`config.mk`:
```
export PLATFORM = sky130hd
export DESIGN_NAME = quad_decoder
export DESIGN_NICKNAME = d
export VERILOG_FILES = /design/src/rtl/quad_dec_pkg.sv /design/src/rtl/quad_sync_filter.sv /design/src/rtl/quad_decoder.sv
export SDC_FILE = /design/constraint.sdc
export NUM_CORES = 1
export LEC_CHECK = 0
export CAP_MARGIN = 20
export CORE_MARGIN = 8
export CORE_UTILIZATION = 54
export DETAILED_ROUTE_END_ITERATION = 6
export PLACE_DENSITY_LB_ADDON = 0.05
export SYNTH_ARGS = -nofsm -noshare
export SYNTH_HDL_FRONTEND = slang
export SYNTH_SLANG_ARGS = --single-unit
```
`constraint.sdc`:
```
create_clock -name clk -period 3 [get_ports clk]
set_input_delay 0.3 -clock clk [delete_from_list [all_inputs] [get_ports clk]]
set_output_delay 0.3 -clock clk [all_outputs]
set_load 0.05 [all_outputs]
```
`src/rtl/quad_dec_pkg.sv`:
```
// Shared constants for the quadrature decoder: decoder states, direction
// encoding and the Gray-sequence neighbour tables used to classify steps.
package quad_dec_pkg;

    typedef enum logic {
        ST_INIT  = 1'b0,
        ST_TRACK = 1'b1
    } dec_state_t;

    localparam logic DIR_UP   = 1'b1;
    localparam logic DIR_DOWN = 1'b0;

    // Packed per {A,B} index: entry i sits in bits [2*i+1:2*i].
    // Up sequence 00->01->11->10->00; the previous table is its reverse.
    localparam logic [7:0] GRAY_NEXT = {2'b10, 2'b00, 2'b11, 2'b01};
    localparam logic [7:0] GRAY_PREV = {2'b01, 2'b11, 2'b00, 2'b10};

    function automatic logic [1:0] gray_next(input logic [1:0] pair);
        return GRAY_NEXT[{pair, 1'b0} +: 2];
    endfunction

    function automatic logic [1:0] gray_prev(input logic [1:0] pair);
        return GRAY_PREV[{pair, 1'b0} +: 2];
    endfunction

endpackage

```
`src/rtl/quad_sync_filter.sv`:
```
// One quadrature channel: SYNC_STAGES-deep synchronizer followed by a
// glitch filter that accepts a new level after FILT_LEN equal samples.
module quad_sync_filter #(
    parameter int SYNC_STAGES = 2,
    parameter int FILT_LEN    = 3
) (
    input  logic clk,
    input  logic rst,
    input  logic raw,
    output logic filt
);

    logic [SYNC_STAGES-1:0] sync_p;
    logic [3:0]             run_cnt;
    logic                   sync_lvl;

    assign sync_lvl = sync_p[SYNC_STAGES-1];

    always_ff @(posedge clk) begin
        if (rst) begin
            sync_p  <= '0;
            run_cnt <= '0;
            filt    <= 1'b0;
        end else begin
            sync_p <= {sync_p[SYNC_STAGES-2:0], raw};
            // run_cnt counts differing samples already seen; the current
            // one completes the run when the count reaches FILT_LEN-1.
            if (sync_lvl != filt) begin
                if (run_cnt == 4'(FILT_LEN - 1)) begin
                    filt    <= sync_lvl;
                    run_cnt <= '0;
                end else begin
                    run_cnt <= run_cnt + 4'd1;
                end
            end else begin
                run_cnt <= '0;
            end
        end
    end

endmodule

```
`src/rtl/quad_decoder.sv`:
```
// Quadrature decoder: filtered A/B pair to a modulo-16 position counter.
// Define QUAD_DECODER_ERR_EN to enable the sticky illegal-transition flag.
module quad_decoder
    import quad_dec_pkg::*;
#(
    parameter int SYNC_STAGES = 2,
    parameter int FILT_LEN    = 3
) (
    input  logic       clk,
    input  logic       rst,
    input  logic       a_in,
    input  logic       b_in,
    input  logic       err_clr,
    output logic [3:0] count,
    output logic       dir,
    output logic       step,
    output logic       err
);

    // INIT lasts until a level present at reset release has crossed the
    // whole synchronizer+filter pipeline, so that level becomes the
    // baseline pair instead of being decoded as a move away from 00.
    localparam logic [4:0] WARMUP = 5'(SYNC_STAGES + FILT_LEN);

    logic       a_filt, b_filt;
    logic [1:0] cur_pair, prev_pair;
    logic [4:0] init_cnt;
    logic       up, down, illegal;
    dec_state_t state, next_state;

    quad_sync_filter #(.SYNC_STAGES(SYNC_STAGES), .FILT_LEN(FILT_LEN)) u_filt_a (
        .clk (clk),
        .rst (rst),
        .raw (a_in),
        .filt(a_filt)
    );

    quad_sync_filter #(.SYNC_STAGES(SYNC_STAGES), .FILT_LEN(FILT_LEN)) u_filt_b (
        .clk (clk),
        .rst (rst),
        .raw (b_in),
        .filt(b_filt)
    );

    assign cur_pair = {a_filt, b_filt};

    always_ff @(posedge clk) begin
        if (rst) state <= ST_INIT;
        else     state <= next_state;
    end

    always_comb begin
        next_state = state;
        up         = 1'b0;
        down       = 1'b0;
        illegal    = 1'b0;
        case (state)
            ST_INIT: begin
                if (init_cnt == WARMUP) next_state = ST_TRACK;
            end
            ST_TRACK: begin
                if (cur_pair != prev_pair) begin
                    if (cur_pair == gray_next(prev_pair))      up      = 1'b1;
                    else if (cur_pair == gray_prev(prev_pair)) down    = 1'b1;
                    else                                       illegal = 1'b1;
                end
            end
            default: next_state = ST_INIT;
        endcase
    end

    always_ff @(posedge clk) begin
        if (rst) begin
            init_cnt  <= '0;
            prev_pair <= '0;
            count     <= '0;
            dir       <= DIR_DOWN;
            step      <= 1'b0;
        end else begin
            prev_pair <= cur_pair;
            step      <= up | down;
            if (state == ST_INIT && init_cnt != WARMUP) init_cnt <= init_cnt + 5'd1;
            if (up) begin
                count <= count + 4'd1;
                dir   <= DIR_UP;
            end else if (down) begin
                count <= count - 4'd1;
                dir   <= DIR_DOWN;
            end
        end
    end

`ifdef QUAD_DECODER_ERR_EN
    // A new illegal transition takes priority over a simultaneous clear.
    always_ff @(posedge clk) begin
        if (rst)          err <= 1'b0;
        else if (illegal) err <= 1'b1;
        else if (err_clr) err <= 1'b0;
    end
`else
    logic unused_err_inputs;
    assign unused_err_inputs = err_clr ^ illegal;
    assign err = 1'b0;
`endif

endmodule

```
==> key figures, run 1 <==
Outcome
  – Status: finished clean

GRT
  – GRT Residual Overflow: 0
  – GRT Total Usage: between 9 and 10%
  – First-pass GRT wire length: between 3 and 4 mm
  – Initial antenna violation count: 0
  – Vias in the first global route: ~810
  – Largest net degree at the start of global routing: 16

Timing
  – Period utilisation layout: around 93%
  – Fin. Hold Viols: 0
  – Slew @ Worst Pin: around 0.56 ns
  – Clock Skew: roughly 0.011 ns
  – Max-Slew Margin vs Limit: between 60% and 70%
  – Setup ws final: 0.209 ns
  – Setup TNS: 0 ns
  – Fin. max-slew vios: 0
  – Post-layout minimum cycle time: roughly 2.8 ns
  – Final Setup Violations: 0
  – Hold_ws: about 0.46 ns
  – RSZ-0062 raised after global routing: false
  – F_max: between 0.3 and 0.4 GHz

Clock network
  – Post-CTS sizing: 0
  – Clock sinks: 28
  – CTS root buf: clkbuf_4
  – Clock buffer depth: 2
  – H-Tree Level Count: 1
  – TritonCTS clock tree: built
  – Postcts setup bufs: 0
  – Clk_lat worst skew: around 0.32 ns
  – Worst-path clk slew: between 0.1 and 0.15 ns
  – CTS Buf Count: 3
  – CTS Hold Bufs: 0

Layout
  – Area grow syn2layout: 12.6%
  – Share of post-route cells with drive strength above 1: under 10%
  – Core Util, Final: approximately 62%
  – Ant. Diodes: 0
  – Nets@finish: approximately 150
  – Non-filler cells, final: roughly 160

Synthesis
  – Seq/Total Area, Yosys: ~47%
  – EDFF count, synth: 0
  – Dominant cells by area after synthesis: dfxtp_1 47%, ha_1 8.4%, xnor2_1 7.4%
  – Most common cell in the netlist: dfxtp_1
  – Syn Nets: between 100 and 150
  – Synth cell types: 33
  – YS warnings: 0
  – Post-synth ARST share: 0%
  – Post-synthesis average cell area: around 9.9 um^2
  – Area share of the largest cell type after synthesis: 47.1%
  – Flops & latches, synth: 28
  – Primary FF master, synth: dfxtp_1
  – Area leader, netlist: dfxtp_1
  – Syn Inst Count: 120
  – Syn Std Cell Area: approximately 0.0012 mm^2
  – Leading cell types by count after synthesis: 28 x dfxtp_1, 18 x nor2_1, 10 x xnor2_1

Detailed routing
  – Post-route ant nets: 0
  – Initial DRC count: 24
  – Routed len/inst: 11.5 um
  – DR vias: 820
  – Drt first pass iters: 3
  – Total wire length: 1.82 mm
  – DRC viols: 0
  – Via density: between 5 and 6

Worst hold path
  – Min-Delay Path Class: flop to flop

Placed design
  – DPL Wire Length: 1.40 mm
  – Placed insts: ~150
  – Number of port buffers: 9
  – Pre-CTS setup slack: 0.196 ns
  – Routability Congestion: just over 0.7

Critical path
  – Critical path class: flop to flop
  – Crit-path slowest cell: xnor2_1
  – Crit path DAT: roughly 3 ns
  – Worst path buffer plus inverter count: 0
  – Crit path cell chain: xnor2_1 > nand3_1 > ha_1 > and3_1 > or4_1 > a21oi_1 > mux2_1
  – Slowest cell delay on critical path: about 0.49 ns
  – CP startpoint kind: flop
  – CP max FO: 6
  – Worst path top cell family by delay: simple AND/OR/NAND/NOR gates
  – Worst Path Required: between 3 and 4 ns
  – Nature of the critical path endpoint: flop

Power
  – PwrDens: roughly 470 mW/mm^2
  – Worst ir drop on vdd: about 0.3 mV
  – Leakage power: roughly 0.51 nW
  – Sw frac: a little under a quarter
  – Part of the power in combinational logic: roughly 8%
  – Switching pwr: 148 uW
  – Int Pwr: approximately 480 uW
  – Sequential power share: 63.0%
  – Clock power share: approximately 29%

Die
  – Top-Level Pins: 12
  – Starting Density: between 50% and 60%
  – Die width: about 63 um
  – Core area: around 0.0021 mm^2
  – Die Ht: 63.0 um
  – Row count: 17
  – DIE AREA: between 0.003 and 0.004 mm^2

Job
  – # Max-Cap Violations: 0
## cell type report
class / instances / area, um^2
fillers: 195 / 807
flip-flops and latches: 28 / 561
well taps: 28 / 35.0
multi-input cells: 84 / 597
repair buffers: 10 / 97.6
inverters: 4 / 15.0
clock buffers: 4 / 36.3
## power groups by stage
stage                     clock network, mW  registers [mW]  logic (mW)
final                                 0.182           0.398      0.0521
after global placement                    0           0.406      0.0514
after floorplan                           0           0.407      0.0365
after global routing                  0.202           0.401      0.0583
after detailed placement                  0           0.406      0.0527
after CTS                             0.188           0.398      0.0529
## per-stage QoR
step           total power [mW]  instance area (um^2)
5_1_grt                   0.661                  1340
6_report                  0.632                  1340
3_3_place_gp              0.457                  1310
4_1_cts                   0.639                  1340
3_5_place_dp              0.459                  1310
2_1_floorplan             0.444                  1190
## worst register-to-register path, stage by stage, from the launching register on
cell and delay [ns]:
dfxtp_1 0.37, xnor2_1 0.49, nand3_1 0.25, ha_1 0.38, and3_1 0.21, or4_1 0.47
a21oi_1 0.18, mux2_1 0.34
## logic make-up after synthesis
kind of cell	count (synthesis)	share of synthesized area, %
DFF	28	47.1
buffers and inverters	8	2.84
xor gates and xnor gates	15	11.7
and+or+nand+nor	43	18.8
adders and majority gates	9	10.1
muxes	3	2.63
other	1	0.315
AOI/OAI and AO/OA	13	6.62
## flip-flops by register name, summed over array words and instances (netlist names), 2 cells and up
| register | cells |
|---|---|
| init_cnt | 5 |
| u_filt_b.sync_p | 2 |
| count | 4 |
| prev_pair | 2 |
| u_filt_a.sync_p | 2 |
| u_filt_a.run_cnt | 4 |
| u_filt_b.run_cnt | 4 |
## metal layers
metal  share of wire (%)  up-vias  GRT usage, %
met5                   0        -             0
met4                 1.1        0          5.13
met3                 4.0        2          3.58
met2                  50        8          16.9
met1                  45      392          10.5
li1                    -      418             -
## cell usage in the layout (no fill, tap or decap), drive strengths merged, types with 2 or more instances in the layout
cell,count
a21o,2
a21oi,5
clkbuf,4
clkdlybuf4s50,9
dfxtp,28
ha,8
inv,4
mux2i,2
nand3,5
nor2,18
nor2b,7
nor3,2
nor3b,3
o21ai,3
or3,3
xnor2,10
xor2,5
## final timing paths
check / slack [ns] / from / cells after the start / endpoint
worst min-delay path: 0.46 / u_filt_a.sync_p[0] / 1 / u_filt_a.sync_p[1]
worst min register to register: 0.46 / u_filt_a.sync_p[0] / 1 / u_filt_a.sync_p[1]
worst max-delay path: 0.21 / u_filt_a.filt / 7 / count[3]
worst max register to register: 0.21 / u_filt_a.filt / 7 / count[3]
No activity file was read; power rests on OpenSTA's default activity.
==> run 2, diff against run 1 <==
--- a/config.mk
+++ b/config.mk
@@ -9,6 +9,7 @@
 export CORE_MARGIN = 8
 export CORE_UTILIZATION = 54
 export DETAILED_ROUTE_END_ITERATION = 6
+export HOLD_SLACK_MARGIN = 0.15
 export PLACE_DENSITY_LB_ADDON = 0.05
 export SYNTH_ARGS = -nofsm -noshare
 export SYNTH_HDL_FRONTEND = slang
==> results of run 2 <==
Same layout as run 1: the final DEF is identical, and so are final timing and power.
==> run 3, diff against run 2 <==
--- a/config.mk
+++ b/config.mk
@@ -7,7 +7,7 @@
 export LEC_CHECK = 0
 export CAP_MARGIN = 20
 export CORE_MARGIN = 8
-export CORE_UTILIZATION = 54
+export CORE_UTILIZATION = 55
 export DETAILED_ROUTE_END_ITERATION = 6
 export HOLD_SLACK_MARGIN = 0.15
 export PLACE_DENSITY_LB_ADDON = 0.05
==> constraint.sdc (replaced) <==
create_clock -name clk -period 3.6 [get_ports clk]
set_input_delay 0.36 -clock clk [delete_from_list [all_inputs] [get_ports clk]]
set_output_delay 0.36 -clock clk [all_outputs]
set_load 0.05 [all_outputs]
==> key figures, run 3 (synthesis gave the netlist of run 1 again) <==
Job
  – # Max-Cap Violations: 0 (unchanged)

Detailed routing
  – Routed len/inst: 11.1 um (-3.5%)
  – Via density: 5.17 (-0.45%)
  – Post-route ant nets: 0 (unchanged)
  – Total wire length: 1.73 mm (-4.7%)
  – Drt first pass iters: 2 (-1)
  – Initial DRC count: 42 (+75%)
  – DRC viols: 0 (unchanged)
  – DR vias: 806 (-1.7%)

Timing
  – Hold_ws: 0.458 ns (+0.000844 ns)
  – RSZ-0062 raised after global routing: false
  – Clock Skew: 0.00902 ns (-0.00160 ns)
  – Setup ws final: 0.917 ns (+0.708 ns)
  – Period utilisation layout: 74.5% (-19 points)
  – Setup TNS: 0 ns (unchanged)
  – Max-Slew Margin vs Limit: 46.7% (-16 points)
  – F_max: 0.373 GHz (+4.0%)
  – Post-layout minimum cycle time: 2.68 ns (-0.108 ns)
  – Fin. max-slew vios: 0 (unchanged)
  – Slew @ Worst Pin: 0.797 ns (+0.236 ns)
  – Fin. Hold Viols: 0 (unchanged)
  – Final Setup Violations: 0 (unchanged)

GRT
  – Initial antenna violation count: 0 (unchanged)
  – First-pass GRT wire length: 3.12 mm (-5.3%)
  – Largest net degree at the start of global routing: 24 (+8)
  – GRT Total Usage: 9.58% (-0.36 points)
  – Vias in the first global route: 769 (-4.9%)
  – GRT Residual Overflow: 0 (unchanged)

Layout
  – Core Util, Final: 62.1% (-0.38 points)
  – Most frequent cells in the layout: 28 x dfxtp_1, 18 x nor2_1, 10 x xnor2_1
  – Nets@finish: 144 (-0.69%)
  – Share of post-route cells with drive strength above 1: 4.69% (-1.5 points)
  – Fill count: 187 (-4.1%)
  – Non-filler cells, final: 156 (-1.3%)
  – Max FFs per register: 5 (unchanged)
  – Most flop-heavy register: init_cnt
  – Area grow syn2layout: 10.8%
  – Most common cell after layout, fill and taps aside: dfxtp_1
  – Ant. Diodes: 0 (unchanged)
  – Cell area after layout: 0.00132 mm^2 (-1.6%)

Outcome
  – Status: finished clean

Power
  – Pwr Total: 497 uW (-21%)
  – PwrDens: 376 mW/mm^2 (-20%)
  – Worst ir drop on vdd: 0.207 mV (-33%)
  – Leakage power: 0.498 nW (-2.4%)

Clock network
  – TritonCTS clock tree: built
  – CTS Buf Count: 3 (unchanged)
  – Clock sinks: 28 (unchanged)
  – Post-CTS sizing: 0 (unchanged)
  – Worst-path clk slew: 0.13 ns (about the same)
  – H-Tree Level Count: 1 (unchanged)
  – Clk_lat worst skew: 0.32 ns (about the same)
  – CTS Hold Bufs: 0 (unchanged)
  – Postcts setup bufs: 0 (unchanged)
  – CTS root buf: clkbuf_4
  – Clock buffer depth: 2 (unchanged)

Critical path
  – CP startpoint kind: flop
  – CP max FO: 6 (unchanged)
  – Nature of the critical path endpoint: flop
  – Critical path class: flop to flop
  – Worst Path Required: 3.81 ns (+0.59 ns)
  – Crit path DAT: 2.90 ns (-0.11 ns)
  – Reg2reg start: u_filt_a.filt
  – Critical Path Source: u_filt_a.filt

Placed design
  – Pre-CTS setup slack: 0.937 ns (+0.741 ns)
  – Placed cell areas: 0.00130 mm^2 (-0.58%)
  – Placed insts: 153 (-0.65%)
  – Routability Congestion: 0.737 (+1.7%)
  – DPL Wire Length: 1.29 mm (-8.0%)
  – Number of port buffers: 9 (unchanged)

Die
  – Die width: 62.5 um (-0.68%)
  – Starting Density: 56.0% (+0.55 points)
  – Core area: 0.00213 mm^2 (-0.99%)
  – DIE AREA: 0.00391 mm^2 (-1.4%)
  – Die Ht: 62.5 um (-0.68%)
  – Row count: 17 (unchanged)
  – Top-Level Pins: 12 (unchanged)

Worst hold path
  – Hold Path Origin: u_filt_b.sync_p[0]
  – Min-Delay Path Class: flop to flop
run 3: worst max-delay path, stage by stage (launching register included):
cell,delay (ns)
dfxtp_1,0.37
xnor2_1,0.44
nand3_1,0.22
ha_1,0.36
and3_1,0.21
or4_1,0.46
a21oi_1,0.18
mux2_1,0.33
run 3: metal layers:
metal  global-route usage, %  part of all wire (%)  wire length, um
met4                    7.12                   2.1               37
met2                    15.3                    46              800
met1                    10.4                    47              821
met5                       0                     0                0
met3                    3.05                   4.1               71
run 3: layout make-up:
type	instances	area [um^2]	share of cell area, %
Multi-Input combinational cell	84	597	45.2
Sequential cell	28	561	42.5
Timing Repair Buffer	9	90.1	6.82
Clock buffer	3	22.5	1.71
Inverter	4	15.0	1.14
Tap cell	28	35.0	2.65
run 3: final timing paths:
path	endpoint	slack, ns	depth (start not counted)
worst min-delay path	u_filt_b.sync_p[1]	0.46	1
worst max register to register	count[3]	0.92	7
worst max-delay path	count[3]	0.92	7
worst min register to register	u_filt_b.sync_p[1]	0.46	1
run 3: report_power, final:
part,switching [mW],internal [mW],total [mW]
Combinational,0.0227,0.0195,0.0422
Sequential,0.0104,0.321,0.331
Clock,0.0841,0.0392,0.123
